`src/rtl/regfile_pkg.sv`:
```
// -----------------------------------------------------------------------------
// regfile_pkg
// Shared definitions for the register file block: default data/address
// widths and the state type of the clear sequencer.
// -----------------------------------------------------------------------------
package regfile_pkg;

   localparam int N_DEF = 8;   // default data width
   localparam int A_DEF = 3;   // default address width (2^A registers)

   typedef enum logic [1:0] {
      IDLE,
      CLEAR,
      DONE
   } clr_state_t;

endpackage

```
`src/rtl/regfile_np_if.sv`:
```
// -----------------------------------------------------------------------------
// regfile_np_if
// Bus between a register file user (master) and regfile_np (slave).
//   we, waddr, wdata   : dedicated write port
//   raddr1/2, rdata1/2 : two combinational read ports
//   clr_req            : request to zero the whole file
//   busy, clr_done     : clear sequence running / one-cycle completion pulse
// -----------------------------------------------------------------------------
interface regfile_np_if
   import regfile_pkg::*;
#(
   parameter int N = N_DEF,
   parameter int A = A_DEF
);

   logic         we;
   logic [A-1:0] waddr;
   logic [N-1:0] wdata;
   logic [A-1:0] raddr1;
   logic [A-1:0] raddr2;
   logic [N-1:0] rdata1;
   logic [N-1:0] rdata2;
   logic         clr_req;
   logic         busy;
   logic         clr_done;

   modport master (
      output we, waddr, wdata, raddr1, raddr2, clr_req,
      input  rdata1, rdata2, busy, clr_done
   );

   modport slave (
      input  we, waddr, wdata, raddr1, raddr2, clr_req,
      output rdata1, rdata2, busy, clr_done
   );

endinterface

```
`src/rtl/regfile_clr_seq.sv`:
```
// -----------------------------------------------------------------------------
// regfile_clr_seq
// Clear sequencer: walks an index over registers 1 .. 2^A-1, one per clock,
// then pulses clr_done for a single cycle.
//   clk, reset : clock, asynchronous active-high reset
//   clr_req    : start request, honoured only in IDLE
//   busy       : high exactly while the walk runs (2^A-1 cycles)
//   clr_done   : high exactly for the cycle after the walk
//   clr_we     : zero-write strobe to the storage array
//   clr_idx    : register being zeroed this cycle
// -----------------------------------------------------------------------------
module regfile_clr_seq
   import regfile_pkg::*;
#(
   parameter int A = A_DEF
) (
   input  logic         clk,
   input  logic         reset,
   input  logic         clr_req,
   output logic         busy,
   output logic         clr_done,
   output logic         clr_we,
   output logic [A-1:0] clr_idx
);

   localparam logic [A-1:0] IDX_FIRST = A'(1);
   localparam logic [A-1:0] IDX_LAST  = '1;   // 2^A-1, reached before the counter could wrap

   clr_state_t   state;
   logic [A-1:0] idx;

   // NOTE: sequential state uses non-blocking assignments so every flop
   // samples the pre-edge values, independent of statement order.
   always_ff @(posedge clk or posedge reset) begin
      if (reset) begin
         state    <= IDLE;
         idx      <= '0;
         busy     <= 1'b0;
         clr_done <= 1'b0;
      end else begin
         case (state)
            IDLE: begin
               if (clr_req) begin
                  state <= CLEAR;
                  idx   <= IDX_FIRST;
                  busy  <= 1'b1;
               end
            end
            CLEAR: begin
               if (idx == IDX_LAST) begin
                  state    <= DONE;
                  idx      <= '0;
                  busy     <= 1'b0;
                  clr_done <= 1'b1;
               end else begin
                  idx <= idx + 1'b1;
               end
            end
            DONE: begin
               state    <= IDLE;
               clr_done <= 1'b0;
            end
            default: begin
               state    <= IDLE;
               idx      <= '0;
               busy     <= 1'b0;
               clr_done <= 1'b0;
            end
         endcase
      end
   end

   // busy is registered and high only in CLEAR, so it doubles as the strobe.
   assign clr_we  = busy;
   assign clr_idx = idx;

endmodule

```
`src/rtl/regfile_np.sv`:
```
// -----------------------------------------------------------------------------
// regfile_np
// 2^A x N register file, one write port, two combinational read ports,
// register 0 hard-wired to zero, optional write-to-read forwarding and a
// sequenced whole-file clear.
//   clk, reset : clock, asynchronous active-high reset
//   bus        : regfile_np_if.slave (write port, read ports, clear control)
// Parameters: N data width, A address width, BYPASS 1 = forward write data.
// -----------------------------------------------------------------------------
module regfile_np
   import regfile_pkg::*;
#(
   parameter int N      = N_DEF,
   parameter int A      = A_DEF,
   parameter int BYPASS = 1
) (
   input  logic         clk,
   input  logic         reset,
   regfile_np_if.slave  bus
);

   localparam int R = 2 ** A;

   logic [N-1:0] gpr [R];
   logic         busy;
   logic         clr_done;
   logic         clr_we;
   logic [A-1:0] clr_idx;
   logic         wr_en;

   regfile_clr_seq #(.A(A)) u_clr_seq (
      .clk      (clk),
      .reset    (reset),
      .clr_req  (bus.clr_req),
      .busy     (busy),
      .clr_done (clr_done),
      .clr_we   (clr_we),
      .clr_idx  (clr_idx)
   );

   assign bus.busy     = busy;
   assign bus.clr_done = clr_done;

   // External writes are dropped (not retried) while the clear runs.
   assign wr_en = bus.we && !busy && (bus.waddr != '0);

   // NOTE: the array is reset explicitly because an asynchronous reset must
   // zero every register at once; this keeps it in flops rather than RAM.
   always_ff @(posedge clk or posedge reset) begin
      if (reset) begin
         for (int i = 0; i < R; i++) begin
            gpr[i] <= '0;
         end
      end else if (clr_we) begin
         gpr[clr_idx] <= '0;
      end else if (wr_en) begin
         gpr[bus.waddr] <= bus.wdata;
      end
   end

   function automatic logic [N-1:0] read_port(
      input logic [A-1:0] ra,
      input logic [N-1:0] stored,
      input logic         wen,
      input logic [A-1:0] wa,
      input logic [N-1:0] wd
   );
      if (ra == '0) begin
         return '0;
      end
      if ((BYPASS != 0) && wen && (wa == ra)) begin
         return wd;
      end
      return stored;
   endfunction

   assign bus.rdata1 = read_port(bus.raddr1, gpr[bus.raddr1], wr_en, bus.waddr, bus.wdata);
   assign bus.rdata2 = read_port(bus.raddr2, gpr[bus.raddr2], wr_en, bus.waddr, bus.wdata);

endmodule

```
`src/flat_wrapper.sv`:
```
// flat-port wrapper written by rule: the top's interface ports become plain ports
module regfile_np_flat import regfile_pkg::*;
#(
   parameter int N      = N_DEF,
   parameter int A      = A_DEF,
   parameter int BYPASS = 1
)
  (clk, reset, bus_we, bus_waddr, bus_wdata, bus_raddr1, bus_raddr2, bus_clr_req, bus_rdata1, bus_rdata2, bus_busy, bus_clr_done);
  regfile_np_if #(.N(N), .A(A)) bus_i ();
  input  logic clk;
  input  logic reset;
  input wire logic [$bits(bus_i.we)-1:0] bus_we;
  input wire logic [$bits(bus_i.waddr)-1:0] bus_waddr;
  input wire logic [$bits(bus_i.wdata)-1:0] bus_wdata;
  input wire logic [$bits(bus_i.raddr1)-1:0] bus_raddr1;
  input wire logic [$bits(bus_i.raddr2)-1:0] bus_raddr2;
  input wire logic [$bits(bus_i.clr_req)-1:0] bus_clr_req;
  output wire logic [$bits(bus_i.rdata1)-1:0] bus_rdata1;
  output wire logic [$bits(bus_i.rdata2)-1:0] bus_rdata2;
  output wire logic [$bits(bus_i.busy)-1:0] bus_busy;
  output wire logic [$bits(bus_i.clr_done)-1:0] bus_clr_done;
  assign bus_i.we = bus_we;
  assign bus_i.waddr = bus_waddr;
  assign bus_i.wdata = bus_wdata;
  assign bus_i.raddr1 = bus_raddr1;
  assign bus_i.raddr2 = bus_raddr2;
  assign bus_i.clr_req = bus_clr_req;
  assign bus_rdata1 = bus_i.rdata1;
  assign bus_rdata2 = bus_i.rdata2;
  assign bus_busy = bus_i.busy;
  assign bus_clr_done = bus_i.clr_done;
  regfile_np #(.N(N), .A(A), .BYPASS(BYPASS)) u_core (.clk(clk), .reset(reset), .bus(bus_i));
endmodule
```
`config.mk`:
```
export PLATFORM = sky130hd
export DESIGN_NAME = regfile_np_flat
export DESIGN_NICKNAME = d
export VERILOG_FILES = /design/src/rtl/regfile_pkg.sv /design/src/rtl/regfile_np_if.sv /design/src/rtl/regfile_clr_seq.sv /design/src/rtl/regfile_np.sv /design/src/flat_wrapper.sv
export SDC_FILE = /design/constraint.sdc
export NUM_CORES = 1
export LEC_CHECK = 0
export BUFFER_PORTS_ARGS = -buffer_cell sky130_fd_sc_hd__buf_2
export CAP_MARGIN = 10
export CELL_PAD_IN_SITES_DETAIL_PLACEMENT = 0
export CELL_PAD_IN_SITES_GLOBAL_PLACEMENT = 1
export CORE_ASPECT_RATIO = 1.2
export CORE_MARGIN = 2
export CORE_UTILIZATION = 53
export CTS_CLUSTER_DIAMETER = 30
export DETAILED_ROUTE_END_ITERATION = 10
export GPL_TIMING_DRIVEN = 0
export PLACE_DENSITY_LB_ADDON = 0.12
export SYNTH_ARGS = -nofsm -noshare
export SYNTH_HDL_FRONTEND = slang
export SYNTH_HIERARCHICAL = 1
export SYNTH_SLANG_ARGS = --single-unit
```
`constraint.sdc`:
```
create_clock -name clk -period 3 [get_ports clk]
set_input_delay 0.15 -clock clk [delete_from_list [all_inputs] [get_ports clk]]
set_output_delay 0.15 -clock clk [all_outputs]
set_load 0.05 [all_outputs]
```
# == Word level (Yosys, flattened, before mapping) ==
# Index checks and enable logic that the tools add are counted.
# totals
inputBits,21
regBits,71
output_inout_bits,18
# op_classes
addsub,1
n_eq_ne,7
bitwise,8
n_lt_le_gt_ge,6
muxes,38
n_reduce_logical,16
# op_table
operator,n
$mux W64,2
$mux W8,14
$and A64 B64 Y64,1
$bwmux W64,1
$not A64 Y64,1
$bmux W8 S3,2
$demux W8 S3,2
$ge A4 B4 Y1 const B,4
$not A3 Y4,4
$mux W1,9
$pmux W3 S3,1
$lt A4 B1 Y1 const B,2
$eq A3 B3 Y1,2
$logic_and A1 B1 Y1,6
$logic_not A3 Y1,2
$mux W3,2
$reduce_and A2 Y1,3
$mux W2,2
$ne A2 B2 Y1 const B,2
$pmux W2 S2,1
$add A3 B1 Y3 const B,1
$eq A3 B3 Y1 const B,1
$pmux W1 S3,1
$reduce_and A3 Y1,1
8 further kinds,9

# == Longest topological paths before layout ==
# logic_depth
word_depth,8
depth_mapped,6
depth_no_buf,5

# == Modules after synthesis ==
# Netlist, hierarchy kept.
# modules_own_cells
mod,cells_per_inst,instances,area_each_um2
regfile_np,273,1,3706.1
regfile_clr_seq,30,1,320.3

# == Worst setup path after synthesis ==
# No wires, ideal clock.
# synth_path
path_type,reg2reg
startpoint,register u_core.u_clr_seq.busy
endpoint,register u_core/gpr[40] in the netlist's numbering
path_stages_with_launch,6
setup_time_ps,121
required_ps,2879
arrival_time_ps,1951
slack_ps,928
n_path_buf,1
cell_sequence,dfrtp_1 buf_4 or4b_4 nor2_4 a21oi_2 a22o_1
# synth_via
elab_chain_cells,4
elab_cells_between_ends,5
classes_between,mux: 1; reduce/logical: 4
# synth_lines
item,line_no,source
start: declaration,regfile_clr_seq.sv:20,"output logic busy,"
start signal: assignment,regfile_clr_seq.sv:38,busy <= 1'b0;
start signal: assignment,regfile_clr_seq.sv:46,busy <= 1'b1;
start signal: assignment,regfile_clr_seq.sv:53,busy <= 1'b0;
$logic_not A1 Y1,regfile_np.sv:45,assign wr_en = bus.we && !busy && (bus.waddr != '0);
$logic_and A1 B1 Y1 (2 in series),regfile_np.sv:45,
$reduce_bool A2 Y1 (no line),-,
end signal: indexed assignment,regfile_np.sv:57,gpr[bus.waddr] <= bus.wdata;
end: declaration,regfile_np.sv:24,logic [N-1:0] gpr [R];
# Several ways; a longest one is shown, not always the timed one.
# A chain may end at the register's enable or synchronous reset.

# == Final worst setup path ==
# layout_path
startpoint,input bus_waddr[0]
endpoint,output bus_rdata2[6]
# layout_via
elab_chain_cells,7
elab_cells_between_ends,9
classes_between,eq/ne: 1; mux: 5; reduce/logical: 3
# layout_lines
item,line_no,source
start: declaration,flat_wrapper.sv:13,input wire logic [$bits(bus_i.waddr)-1:0] bus_waddr;
$reduce_bool A3 Y1,regfile_np.sv:45,
$logic_and A1 B1 Y1,regfile_np.sv:45,
$logic_and A1 B1 Y1 *,regfile_np.sv:71,if ((BYPASS != 0) && wen && (wa == ra)) begin
$mux W1 (2 in series),regfile_np.sv:71,
$mux W8 *,regfile_np.sv:74,return stored;
$mux W8 *,regfile_np.sv:71,
end: declaration,flat_wrapper.sv:19,output wire logic [$bits(bus_i.rdata2)-1:0] bus_rdata2;
# Every way passes the cells marked *; elsewhere a longest branch is shown, timed or not. The select of a mux whose other input is x is not followed.

==> impl_metrics.toml <==
[run_status]
status = "complete, no violations"

[grt]
overflow = 0
grt_pass1_vias = 3003
antenna_found_initial = 0
grtUsageTotal = 0.285
grt_pass1_wl_um = 17400
grt_max_degree = 35

[sta]
worst_pin_slew_ns = 1.20
hold_viol_final = 0
drv_slew = 0
fin_crit_ns = 2.39
max_freq_mhz = 419
finClkSkew_ns = 0.0103
slew_headroom = 0.195
grt_setup_unrepaired = "false"
finalSetupViolations = 0
finalCritPeriodShare = 0.796
setup_tns_ns = 0

[floorplan]
dieArea_um2 = 8310
core-area_um2 = 7320
rows = 34
fp.dieH_um = 99.5
die_x_um = 83.6
initial_core_util = 0.550
ios = 39

[clock_tree]
numCtsBuffers = 9
cts_tree = "built"
clk_pin_slew_ns = 0.08
cts_setup_buffers = 0
cts_max_level = 3
clock_sinks = 71
cts_buffer_depth = 2
clock_latency_ns = 0.35
root_buffer = "clkbuf_8"
cts_resized = 0

[finish]
nets = 361
drive_gt1_frac = 0.297
final_core_util = 0.615
synthToLayoutAreaGrowth_pct = 11.7
antenna_cells = 0

[setup_path]
start_kind = "input pin"
cp-end-kind = "output pin"
rr_worst_depth = 6
cp_max_fo = 9
cp.arrival_ns = 2.24
worstPathRequired_ns = 2.85
critical_path_class = "in2out"

[synth]
seq_area_frac_synth = 0.441
yosysWarnings = 6
avgSynthCellArea_um2 = 13.3
synth_top_flop_cell = "dfrtp_1"
yosysTopAreaCellShare = 0.441
syn-cell-area_um2 = 4030
async_reset_ff_frac = 1.00
synth_commonest_cells = "dfrtp_1, a22o_1, mux4_2"
synth_top_area_cell = "dfrtp_1"
synth_nets = 326
synth.most_common_cell = "dfrtp_1"
synth_seq_cells = 71
synthCells = 303
ys_top_cells_by_area = "dfrtp_1, mux4_2, a22o_1"
synth_cell_types = 38
synth_edf_count = 0

[power]
p_int_w = 0.00242
power.leakage_nw = 2.17
power.share.clock = 0.217
power_switching_w = 0.00153
peakVddDrop_mv = 0.497
combPwrFrac = 0.391
pwr-share-seq = 0.392
p_sw_frac = 0.388
p_per_area_nw_per_um2 = 878

[place]
gp_congestion = 0.823
port-buffer-count = 22
hpwl_um = 7330

[route]
wirelength_um = 11200
ant_nets = 0
drc = 0
post_drt_via_cell_ratio = 6.93
dr.pass1.iters = 5
drtIter0Drc = 338
vias = 3000
detail_route.wl_per_cell_um = 25.8

[hold_path]
whs_path_depth = 3
hp-class = "in2reg"

[run]
drv_cap = 0
sequential cells by signal, summed over array words and instances, names as in the netlist:
register	flops
u_core/gpr	64
u_core/u_clr_seq/busy	1
u_core/u_clr_seq/clr_done	1
u_core/u_clr_seq/clr_idx	3
u_core/u_clr_seq/state	2
worst paths after layout:
check,start,to,slack [ns]
max,bus_waddr[0],bus_rdata2[6],0.61
min,bus_clr_req,u_core/u_clr_seq/state[0],0.06
max reg2reg,u_core/u_clr_seq/busy,u_core/gpr[23],0.72
min reg2reg,u_core/u_clr_seq/state[1],u_core/u_clr_seq/state[0],0.49
max in group asynchronous,reset,u_core/gpr[17],1.92
min in group asynchronous,reset,u_core/u_clr_seq/state[1],0.29
cell usage in the layout, fill, tap and decap left out, drive strengths merged:
cell type	Yosys	final
a31o	1	1
ha	2	2
bufinv	0	2
dlygate4sd3	0	1
mux2i	17	17
clkbuf	1	10
buf	26	49
inv	5	6
nor2	9	9
nor3	1	1
nand2	4	4
nand2b	3	3
a21oi	4	4
dfrtp	71	71
xnor2	6	6
mux4	32	32
and2	2	2
or4b	1	1
nand4bb	1	1
a22o	56	56
nor2b	12	12
clkinv	0	4
o311ai	1	1
nand3	2	2
a31oi	4	4
a41oi	1	1
and2b	1	1
or2	2	2
o211a	16	16
o21ai	19	19
a32o	1	1
or3	2	2
power groups by stage:
stage | combinational [W] | clock (W) | sequential, W
after floorplan | 0.00117 | 0 | 0.00152
after global placement | 0.00152 | 0 | 0.00154
after detailed placement | 0.00154 | 0 | 0.00155
after CTS | 0.00155 | 0.000877 | 0.00154
after global routing | 0.00165 | 0.000915 | 0.00159
final | 0.00155 | 0.000858 | 0.00155
logic make-up (layout without fill, tap and decap cells):
group           after synthesis  in the layout  synth area share
compound gates              103            103             0.211
xor+xnor                      6              6            0.0131
fa+ha+maj                     2              2           0.00621
buf+inv                      32             72            0.0351
flops                        71             71             0.441
mux                          49             49             0.221
simple gates                 40             40            0.0718
metrics by stage:
step | cell area [µm²] | instances | setup WS, ns | total power [W] | hold slack (ns)
floorplan | 4030 | 303 | 0.928 | 0.00270 | -0.0466
global placement | 4250 | 415 | 0.401 | 0.00306 | 0.100
detailed placement | 4270 | 416 | 0.675 | 0.00309 | 0.106
CTS | 4500 | 433 | 0.635 | 0.00396 | 0.0446
global route | 4500 | 433 | 0.493 | 0.00416 | 0.0755
finish | 4500 | 433 | 0.613 | 0.00395 | 0.0565
layout make-up:
type,instances,area (µm²)
Buffer,27,123
Clock buffer,9,124
Clock inverter,7,96.3
Fill cell,581,2820
Inverter,5,18.8
Multi-Input combinational cell,200,2110
Sequential cell,71,1780
Tap cell,90,113
Timing Repair Buffer,24,140
critical path, cell delays in order:
cell and delay (ns):
buf_2 0.16, o311ai_1 1.00, or2_2 0.24, buf_2 0.22, o211a_1 0.20, buf_2 0.27
routing by layer:
layer,GRT usage,vias to the layer above,share of wire
met4,0.117,0,0.029
met2,0.444,136,0.48
met5,0,-,0
met1,0.406,1567,0.42
li1,-,1268,-
met3,0.0440,29,0.069
repair_timing:
item,in CTS,in global routing
endpoints found under the hold margin,37,0
setup endpoints to repair,0,0
hold buffers,1,0
No activity file was read; power rests on OpenSTA's default activity.
